===== src/rtl/pipe_stage_reg.sv =====
// Inter-stage pipeline register: advance / hold / bubble / flush with multi-cycle scratch carry.
// Optional perf counters (bubble_cnt, hold_cnt) enabled by defining PIPE_REG_PERF_EN.
module pipe_stage_reg #(
   parameter int unsigned       DATA_W    = 32,
   parameter int unsigned       ADDR_W    = 5,
   parameter int unsigned       ALUOP_W   = 8,
   parameter int unsigned       CARRY_W   = 66,
   parameter int unsigned       STALL_W   = 6,
   parameter int unsigned       STAGE     = 3,
   parameter logic [ALUOP_W-1:0] NOP_ALUOP = '0,
   parameter int unsigned       PERF_W    = 16
) (
   input  logic               clk,
   input  logic               rst,
   input  logic [STALL_W-1:0] stall,
   input  logic               flush,
   input  logic               in_valid,
   input  logic [ADDR_W-1:0]  in_wd,
   input  logic               in_wreg,
   input  logic [DATA_W-1:0]  in_wdata,
   input  logic [DATA_W-1:0]  in_hi,
   input  logic [DATA_W-1:0]  in_lo,
   input  logic               in_whilo,
   input  logic [DATA_W-1:0]  in_mem_addr,
   input  logic [DATA_W-1:0]  in_reg2,
   input  logic [ALUOP_W-1:0] in_aluop,
   input  logic [CARRY_W-1:0] carry_i,
   output logic               out_valid,
   output logic [ADDR_W-1:0]  out_wd,
   output logic               out_wreg,
   output logic [DATA_W-1:0]  out_wdata,
   output logic [DATA_W-1:0]  out_hi,
   output logic [DATA_W-1:0]  out_lo,
   output logic               out_whilo,
   output logic [DATA_W-1:0]  out_mem_addr,
   output logic [DATA_W-1:0]  out_reg2,
   output logic [ALUOP_W-1:0] out_aluop,
   output logic [CARRY_W-1:0] carry_o,
   output logic [PERF_W-1:0]  bubble_cnt,
   output logic [PERF_W-1:0]  hold_cnt
);

   typedef struct packed {
      logic               valid;
      logic [ADDR_W-1:0]  wd;
      logic               wreg;
      logic [DATA_W-1:0]  wdata;
      logic [DATA_W-1:0]  hi;
      logic [DATA_W-1:0]  lo;
      logic               whilo;
      logic [DATA_W-1:0]  mem_addr;
      logic [DATA_W-1:0]  reg2;
      logic [ALUOP_W-1:0] aluop;
   } slot_t;

   typedef enum logic [2:0] {
      ACT_RESET, ACT_FLUSH, ACT_BUBBLE, ACT_ADVANCE, ACT_HOLD
   } action_e;

   slot_t              slot_in, slot_nop, slot_d, slot_q;
   logic [CARRY_W-1:0] carry_d, carry_q;
   logic               up_stop, dn_stop;
   action_e            action;

   assign up_stop = stall[STAGE];

   // The last stage has no downstream stall bit to observe.
   if (STAGE + 1 < STALL_W) begin : g_dn
      assign dn_stop = stall[STAGE+1];
   end else begin : g_no_dn
      assign dn_stop = 1'b0;
   end

   always_comb begin
      if (rst)                       action = ACT_RESET;
      else if (flush)                action = ACT_FLUSH;
      else if (up_stop && !dn_stop)  action = ACT_BUBBLE;
      else if (!up_stop)             action = ACT_ADVANCE;
      else                           action = ACT_HOLD;
   end

   // An invalid slot must never write back, whatever the enables say.
   always_comb begin
      slot_in          = '{valid: in_valid, wd: in_wd, wreg: in_wreg & in_valid,
                           wdata: in_wdata, hi: in_hi, lo: in_lo,
                           whilo: in_whilo & in_valid, mem_addr: in_mem_addr,
                           reg2: in_reg2, aluop: in_aluop};
      slot_nop         = '0;
      slot_nop.aluop   = NOP_ALUOP;
   end

   always_comb begin
      // NOTE: every always_comb output gets a default first so no path infers a latch.
      slot_d  = slot_q;
      carry_d = carry_i;
      unique case (action)
         ACT_RESET, ACT_FLUSH: begin
            slot_d  = slot_nop;
            carry_d = '0;
         end
         ACT_BUBBLE:  slot_d = slot_nop;
         ACT_ADVANCE: begin
            slot_d  = slot_in;
            carry_d = '0;
         end
         default: ;
      endcase
   end

   always_ff @(posedge clk) begin
      // NOTE: non-blocking assignments so every flop samples pre-edge values.
      slot_q  <= slot_d;
      carry_q <= carry_d;
   end

   assign out_valid    = slot_q.valid;
   assign out_wd       = slot_q.wd;
   assign out_wreg     = slot_q.wreg;
   assign out_wdata    = slot_q.wdata;
   assign out_hi       = slot_q.hi;
   assign out_lo       = slot_q.lo;
   assign out_whilo    = slot_q.whilo;
   assign out_mem_addr = slot_q.mem_addr;
   assign out_reg2     = slot_q.reg2;
   assign out_aluop    = slot_q.aluop;
   assign carry_o      = carry_q;

`ifdef PIPE_REG_PERF_EN
   logic [PERF_W-1:0] bubble_cnt_d, bubble_cnt_q, hold_cnt_d, hold_cnt_q;

   // Saturating counters; flush leaves them alone, only rst clears them.
   always_comb begin
      bubble_cnt_d = bubble_cnt_q;
      hold_cnt_d   = hold_cnt_q;
      if (action == ACT_RESET) begin
         bubble_cnt_d = '0;
         hold_cnt_d   = '0;
      end else if (action == ACT_BUBBLE && !(&bubble_cnt_q)) begin
         bubble_cnt_d = bubble_cnt_q + PERF_W'(1);
      end else if (action == ACT_HOLD && !(&hold_cnt_q)) begin
         hold_cnt_d = hold_cnt_q + PERF_W'(1);
      end
   end

   always_ff @(posedge clk) begin
      bubble_cnt_q <= bubble_cnt_d;
      hold_cnt_q   <= hold_cnt_d;
   end

   assign bubble_cnt = bubble_cnt_q;
   assign hold_cnt   = hold_cnt_q;
`else
   assign bubble_cnt = '0;
   assign hold_cnt   = '0;
`endif

endmodule


===== config.mk =====
export PLATFORM = sky130hd
export DESIGN_NAME = pipe_stage_reg
export DESIGN_NICKNAME = d
export VERILOG_FILES = /design/src/rtl/pipe_stage_reg.sv
export SDC_FILE = /design/constraint.sdc
export NUM_CORES = 1
export LEC_CHECK = 0
export ABC_AREA = 1
export BUFFER_PORTS_ARGS = -buffer_cell sky130_fd_sc_hd__buf_4
export CORE_AREA = 5 5 199 201
export CTS_CLUSTER_DIAMETER = 40
export CTS_CLUSTER_SIZE = 40
export DETAILED_ROUTE_END_ITERATION = 8
export DIE_AREA = 0 0 204 206
export PLACE_DENSITY = 0.51
export SETUP_SLACK_MARGIN = 0.02
export SYNTH_ARGS = -nofsm -noshare
export SYNTH_HDL_FRONTEND = slang
export SYNTH_SLANG_ARGS = --single-unit

===== constraint.sdc =====
create_clock -name clk -period 7.29 [get_ports clk]
set_input_delay 0.729 -clock clk [delete_from_list [all_inputs] [get_ports clk]]
set_output_delay 0.729 -clock clk [all_outputs]
set_load 0.005 [all_outputs]

* Word-level counts from Yosys, hierarchy flattened
Cells that the tools add are included.
Cells by class: reductions and logical operators 6, mux-type cells 5, bitwise logic cells 2, equality and inequality tests 3
Operators with widths (number):
- 176-bit case mux with 2 select lines | 1
- 3-bit 2-to-1 mux | 4
- 3-bit by 2-bit == test with 1-bit output, second input constant | 2
- 3-bit OR reduction | 2
- 3-bit by 1-bit == test with 1-bit output, second input constant | 1
- 3-bit logical NOT | 1
- 1-bit AND | 2
- 2-bit nonzero test | 1
- 1-bit logical AND | 1
- 1-bit logical NOT | 1
Storage, ports and cells: output and inout bits 274, flip-flop bits (word level) 242, input port bits 251, logic and storage cells 27

* Depth between registers and ports, before layout
Gate-level depths: netlist of the first run.
word-level depth 8, gate-level depth with buffers 5, depth with buffers taken out 3

* Worst setup path before layout of the first run
Ideal clock, no wire load.
kind input to register, start input port rst, end register slot_q, in the netlist out_aluop[0] (enable), library setup time 1888 ps, path slack 622 ps, path buffers 0, data arrival time 4781 ps, data required time 5402 ps, stages 2, cells stage by stage nor2_4 > nand3_1
On the way: cells in the longest elaborated chain, start to end 4, elaborated cells on any way between the ends 7, classes of those cells 3 x eq/ne; 1 x mux; 3 x reduce/logical
Ends and longest elaborated chain:
- start: declaration | RTL line 14 | input logic rst,
- 3-bit 2-to-1 mux (*) | RTL line 75 | if (rst) action = ACT_RESET;
- 3-bit by 1-bit == test with 1-bit output, or another cell as far along | RTL line 96 | unique case (action)
- 3-bit OR reduction (no line)
- 2-bit nonzero test (no line) (*)
- end signal: assignment | RTL line 112 | slot_q <= slot_d;
- end: declaration | RTL line 60 | slot_t slot_in, slot_nop, slot_d, slot_q;
Mark *: on every way between the ends. The rest lies on a longest branch, timed or not. A chain may end at the register's enable or synchronous reset.

* Final worst setup path of the first run
start input port rst, end register slot_q, in the netlist out_reg2[19] (enable)
Same word-level chain as after synthesis.

==> results by group, run 1 <==
Worst setup path
  • CP Capture Type: flop
  • WP data required: 7.46 ns
  • Startpoint Class: primary input
  • CP max stage cell: buf_4
  • Worst Path Buf+Inv: 2
  • Critical-path cell list: buf_4, nor2_4, nand3_4, buf_4
  • Crit path max-delay family: simple AND/OR/NAND/NOR gates
  • Most used cell, CP: buf_4
  • Kind of critical path: in2reg
  • Crit-path max FO: 68
  • CP peak stage delay: 0.67 ns
  • CP Data Arrival Time: 2.45 ns

STA
  • TNS Setup: 0 ns
  • Final setup viols: 0
  • Final hold vios: 0
  • Final cycle utilization of the critical path: 0.312
  • Maximum operating frequency: 439 MHz
  • Crit path time final: 2.28 ns
  • RSZ-0062 raised after global routing: no
  • Max-slew violations: 0
  • Final WS setup: 5.01 ns
  • Tightest Pin Transition: 0.989 ns
  • Max_slew headroom: 0.341

Synth
  • Syn avg cell area: 12.4 um^2
  • Ys Warns: 0
  • Cell variety after synth: 15
  • Yosys reg bits: 242
  • Top post-synthesis cells by area: edfxtp_1 (54%), dfxtp_1 (14%), nor2_4 (12%), inv_1 (9.3%), nor2_1 (5.5%)
  • Synth top area share: 0.541
  • Synth Instances: 790
  • Cell area after synthesis: 9770 um^2
  • Area leader, netlist: edfxtp_1
  • Register area share after synthesis: 0.676

Placed design
  • Port-buffer cells: 488
  • Dpl ws: 4.36 ns
  • Placed cells: 1,768
  • Placed instance area: 13,700 um^2
  • RePlAce Congestion: 0.758
  • DP HPWL: 20,900 um

Route
  • Via count: 6,890
  • Routed Antenna Nets: 0
  • Post-DR vias/cell: 3.72
  • Remaining DRCs: 0
  • WL final: 28,000 um
  • Wire per inst: 15.1 um
  • First-pass DRT Iterations: 6
  • Initial DRC count: 217

Global routing
  • First-pass GRT wire length: 40,200 um
  • Gr usage total: 0.125
  • Vias in the first global route: 7,155
  • Total grt overflow: 0
  • Largest net degree at the start of global routing: 71
  • Initial antenna violation count: 0

Clock network
  • Clock-pin slew on the worst setup and hold paths: 0.05 ns
  • Max Root-Sink Buffers: 3
  • Post-CTS sizing: 0
  • Clock root cell: clkbuf_16
  • Htree depth: 2
  • Hold-fix buffers, CTS: 0
  • Clock sinks: 242
  • TritonCTS clock tree: done
  • TritonCTS Buffers: 46
  • # Post-CTS Setup Buffers: 0

Cells and area
  • Diodes inserted: 0
  • Commonest non-fill, non-tap cells in the layout: buf_4 (494), inv_1 (241), edfxtp_1 (176), nor2_1 (142), nor2_4 (101)
  • Fin nets: 1,556
  • Cell area after layout: 15,300 um^2
  • Non-Filler Instances: 1,854
  • Ratio of cells with drive above 1 in the final layout: 0.504
  • Commonest non-fill, non-tap cell in the layout: buf_4
  • Area grow syn2layout: 56.3%

Floorplan
  • FP Rows: 71
  • Width of the die: 204 um
  • Core area: 37,400 um^2
  • Initial Utilization: 0.261
  • IO Pins: 525
  • Die height: 206 um
  • Die Area: 42,000 um^2

Power
  • Pwr/cell area: 261 nW/um^2
  • Leakage: 0.00783 uW
  • Max IR drop VDD: 170 uV

Status
  • Status: complete, no violations

Min path
  • Hold_sp: carry_i[52]
  • Hold path depth: 3
  • HP Class: in2reg
  • Hold EP: carry_o[52]

Job
  • Max-Cap Viols: 0
worst max path at each step:
| stage | endpoint | from | slack [ns] | cells after the start |
|---|---|---|---|---|
| floorplan | out_aluop[0] | rst | 0.62 | 2 |
| global placement | out_aluop[0] | rst | 4.37 | 4 |
| detailed placement | out_reg2[12] | rst | 4.36 | 4 |
| CTS | out_lo[15] | rst | 4.95 | 4 |
| global route | out_reg2[19] | rst | 4.84 | 4 |
| finish | out_reg2[19] | rst | 5.01 | 4 |
synthesized netlist by cell type:
cell type and instances:
inv_1 241, edfxtp_1 176, nor2_1 142, nor2_4 101
dfxtp_1 66, buf_4 32, buf_12 10, buf_2 8
buf_6 5, nand2_1 3, clkbuf_1 2, buf_8 1
conb_1 1, nand2_2 1, nand3_1 1
power by group:
group | internal, uW | total (uW) | leakage [uW] | switching, uW
combinational | 177 | 321 | 0.00444 | 144
sequential | 1530 | 1550 | 0.00262 | 17.4
clock | 1340 | 2110 | 0.000768 | 771
total | 3050 | 3980 | 0.00783 | 932
cell families (layout without fill, tap and decap cells):
logic type,after synthesis,count (layout),synth area share
buffers and inverters,299,821,0.150
flip-flops,242,242,0.676
other,1,32,0.000384
AND/OR/NAND/NOR,248,248,0.173
stage by stage:
step                      hold slack [ns]  power, uW  utilization
after floorplan                     0.841       1710            -
after CTS                           0.349       4060        0.408
after global routing                0.362       4150        0.408
final                               0.395       3980        0.408
after global placement              0.942       1900        0.366
after detailed placement            0.948       1910        0.366
state kept, by name (all words and copies together) (netlist names):
name	flops
out_hi	32
out_whilo	1
out_wd	5
out_lo	32
carry_o	66
out_aluop	8
out_wreg	1
out_valid	1
out_wdata	32
out_mem_addr	32
out_reg2	32
cell type report:
cell class	count	area (um^2)
clock buffer	52	1220
clock inverter	34	347
fill	3664	22100
inverter	241	905
multi-input combinational	280	1840
sequential	242	6610
tap	511	639
timing repair buffer	494	3710
layer usage:
metal | up-vias | part of all wire | wire length [um] | GRT usage
met5 | - | 0 | 0 | 0
met2 | 363 | 0.50 | 14100 | 0.218
met3 | 66 | 0.11 | 3160 | 0.0570
li1 | 3299 | - | - | -
met1 | 3162 | 0.34 | 9660 | 0.129
met4 | 0 | 0.038 | 1070 | 0.0531
Note: power is estimated with default switching activity, not from simulation.
==> inputs of run 2 (changes only) <==
--- a/config.mk
+++ b/config.mk
@@ -7,12 +7,12 @@
 export LEC_CHECK = 0
 export ABC_AREA = 1
 export BUFFER_PORTS_ARGS = -buffer_cell sky130_fd_sc_hd__buf_4
-export CORE_AREA = 5 5 199 201
+export CORE_AREA = 5 5 202 204
 export CTS_CLUSTER_DIAMETER = 40
 export CTS_CLUSTER_SIZE = 40
 export DETAILED_ROUTE_END_ITERATION = 8
-export DIE_AREA = 0 0 204 206
-export PLACE_DENSITY = 0.51
+export DIE_AREA = 0 0 207 209
+export PLACE_DENSITY = 0.52
 export SETUP_SLACK_MARGIN = 0.02
 export SYNTH_ARGS = -nofsm -noshare
 export SYNTH_HDL_FRONTEND = slang
==> constraint.sdc (replaced) <==
create_clock -name clk -period 2 [get_ports clk]
set_input_delay 0.2 -clock clk [delete_from_list [all_inputs] [get_ports clk]]
set_output_delay 0.2 -clock clk [all_outputs]
set_load 0.005 [all_outputs]
==> run 2 against run 1 <==
Net effect:
- clock power increased to 3.4 times the previous value
- via count increased by 12%
- die area increased by 2.9%
- worst hold slack got worse by 0.36 ns
- largest cell class unchanged
- setup slack got worse by 4.3 ns
- total power increased to 3.7 times the previous value
- sequential share of layout area decreased by 6.2 points
- core utilization increased by 4.7 points
- global-route usage increased by 1.6 points
- critical path type is now reg2out
- largest power group unchanged
- sequential cell count unchanged
==> results by group, run 2 (synthesized netlist as in run 1, its figures left out) <==
Floorplan
  • FP Rows: 73
  • Initial Utilization: 0.250
  • Width of the die: 207 um
  • Core area: 39,100 um^2
  • Die Area: 43,300 um^2
  • IO Pins: 525
  • Die height: 209 um

Clock network
  • TritonCTS clock tree: done
  • Post-CTS sizing: 0
  • TritonCTS Buffers: 42
  • Clock sinks: 242
  • Clock root cell: clkbuf_16
  • Htree depth: 2
  • Max Root-Sink Buffers: 3
  • Clock-pin slew on the worst setup and hold paths: 0.05 ns

Status
  • Status: complete, no violations

STA
  • Final setup viols: 0
  • WHS: 0.0343 ns
  • Max_slew headroom: 0.591
  • Tightest Pin Transition: 0.611 ns
  • Max-slew violations: 0
  • Maximum operating frequency: 769 MHz
  • RSZ-0062 raised after global routing: no
  • Crit path time final: 1.30 ns
  • Final cycle utilization of the critical path: 0.650
  • Final hold vios: 0

Route
  • Wire per inst: 14.9 um
  • Routed Antenna Nets: 0
  • Post-DR vias/cell: 3.67
  • First-pass DRT Iterations: 4
  • Remaining DRCs: 0
  • Initial DRC count: 294
  • WL final: 31,400 um
  • Via count: 7,748

Worst setup path
  • CP Data Arrival Time: 1.10 ns
  • Crit path max-delay family: flip-flops
  • WP data required: 1.80 ns
  • Crit-path max FO: 1
  • Startpoint Class: flop
  • Kind of critical path: reg2out
  • Worst Path Buf+Inv: 1
  • CP Capture Type: output port
  • CP max stage cell: edfxtp_1
  • CP peak stage delay: 0.41 ns
  • Critical-path cell list: buf_4

Global routing
  • Total grt overflow: 0
  • Gr usage total: 0.140
  • First-pass GRT wire length: 47,500 um
  • Largest net degree at the start of global routing: 52
  • Vias in the first global route: 8,396
  • Initial antenna violation count: 1

Min path
  • Hold path depth: 3
  • Hold_sp: in_wdata[15]
  • HP Class: in2reg
  • Hold EP: out_wdata[15]

Cells and area
  • Area grow syn2layout: 82.3%
  • Fin nets: 1,806
  • Commonest non-fill, non-tap cells in the layout: buf_4 (501), inv_1 (241), dlygate4sd3_1 (236), edfxtp_1 (176), nor2_1 (142)
  • Filler Cell Count: 3,517
  • Commonest non-fill, non-tap cell in the layout: buf_4
  • Cell area after layout: 17,800 um^2
  • Ratio of cells with drive above 1 in the final layout: 0.434
  • Max FFs per register: 66

Power
  • Max IR drop VDD: 598 uV
  • Pwr/cell area: 817 nW/um^2
  • Leakage: 0.00890 uW

Placed design
  • DP HPWL: 22,500 um
  • Port-buffer cells: 488
  • RePlAce Congestion: 0.793
  • Placed instance area: 14,000 um^2

Job
  • Max-Cap Viols: 0
-- run 2: cell count changes in the layout (fill, tap and decap cells not counted), sizes merged --
cell         previous run  this run
dlygate4sd3             0       236
buf                   494       512
diode                   0         1
inv                   254       243
clkbuf                 52        47
clkinv                 16        18
bufinv                  3         6
-- run 2: stage by stage --
step	setup WS [ns]	setup TNS (ns)	power, uW	std cells	utilization
3_5_place_dp	0.311	0	6990	1800	0.358
3_3_place_gp	0.334	0	6980	1800	0.358
6_report	0.700	0	14500	2112	0.455
4_1_cts	0.643	0	14800	2111	0.455
5_1_grt	0.641	0	15100	2112	0.455
2_1_floorplan	-0.407	-71.60	6210	821	-
-- run 2: what timing repair did --
action,CTS,global route
setup endpoints to repair,0,0
hold buffers,236,0
hold endpoints to repair,234,0
buffers inserted,0,0
-- run 2: where the power goes --
group | internal, uW | switching (uW)
registers | 5590 | 64.7
clock network | 4820 | 2450
logic | 977 | 643
-- run 2: layer usage --
metal | routed length (um) | global-route usage | vias up
met5 | 0 | 0 | -
met4 | 1040 | 0.0524 | 0
met3 | 3230 | 0.0641 | 63
met2 | 16200 | 0.252 | 386
met1 | 11000 | 0.143 | 3506
li1 | - | - | 3793
-- run 2: final cells by class --
class / instances / area [um^2] / share of cell area
Sequential cell: 242 / 6610 / 0.371
Inverter: 241 / 905 / 0.0508
Clock buffer: 47 / 1120 / 0.0630
Tap cell: 525 / 657 / 0.0369
Antenna cell: 1 / 2.50 / 0.000141
Clock inverter: 28 / 324 / 0.0182
Multi-Input combinational cell: 280 / 1840 / 0.103
Timing Repair Buffer: 748 / 6340 / 0.356
-- run 2: how the worst max path moves through the flow --
stage | startpoint | endpoint | slack, ns | depth (start not counted)
global placement | rst | out_lo[1] | 0.33 | 4
CTS | out_lo[29] | out_lo[29] | 0.64 | 1
detailed placement | rst | out_lo[4] | 0.31 | 4
finish | out_lo[29] | out_lo[29] | 0.70 | 1
global route | out_lo[29] | out_lo[29] | 0.64 | 1
floorplan | rst | out_aluop[0] | -0.41 | 2
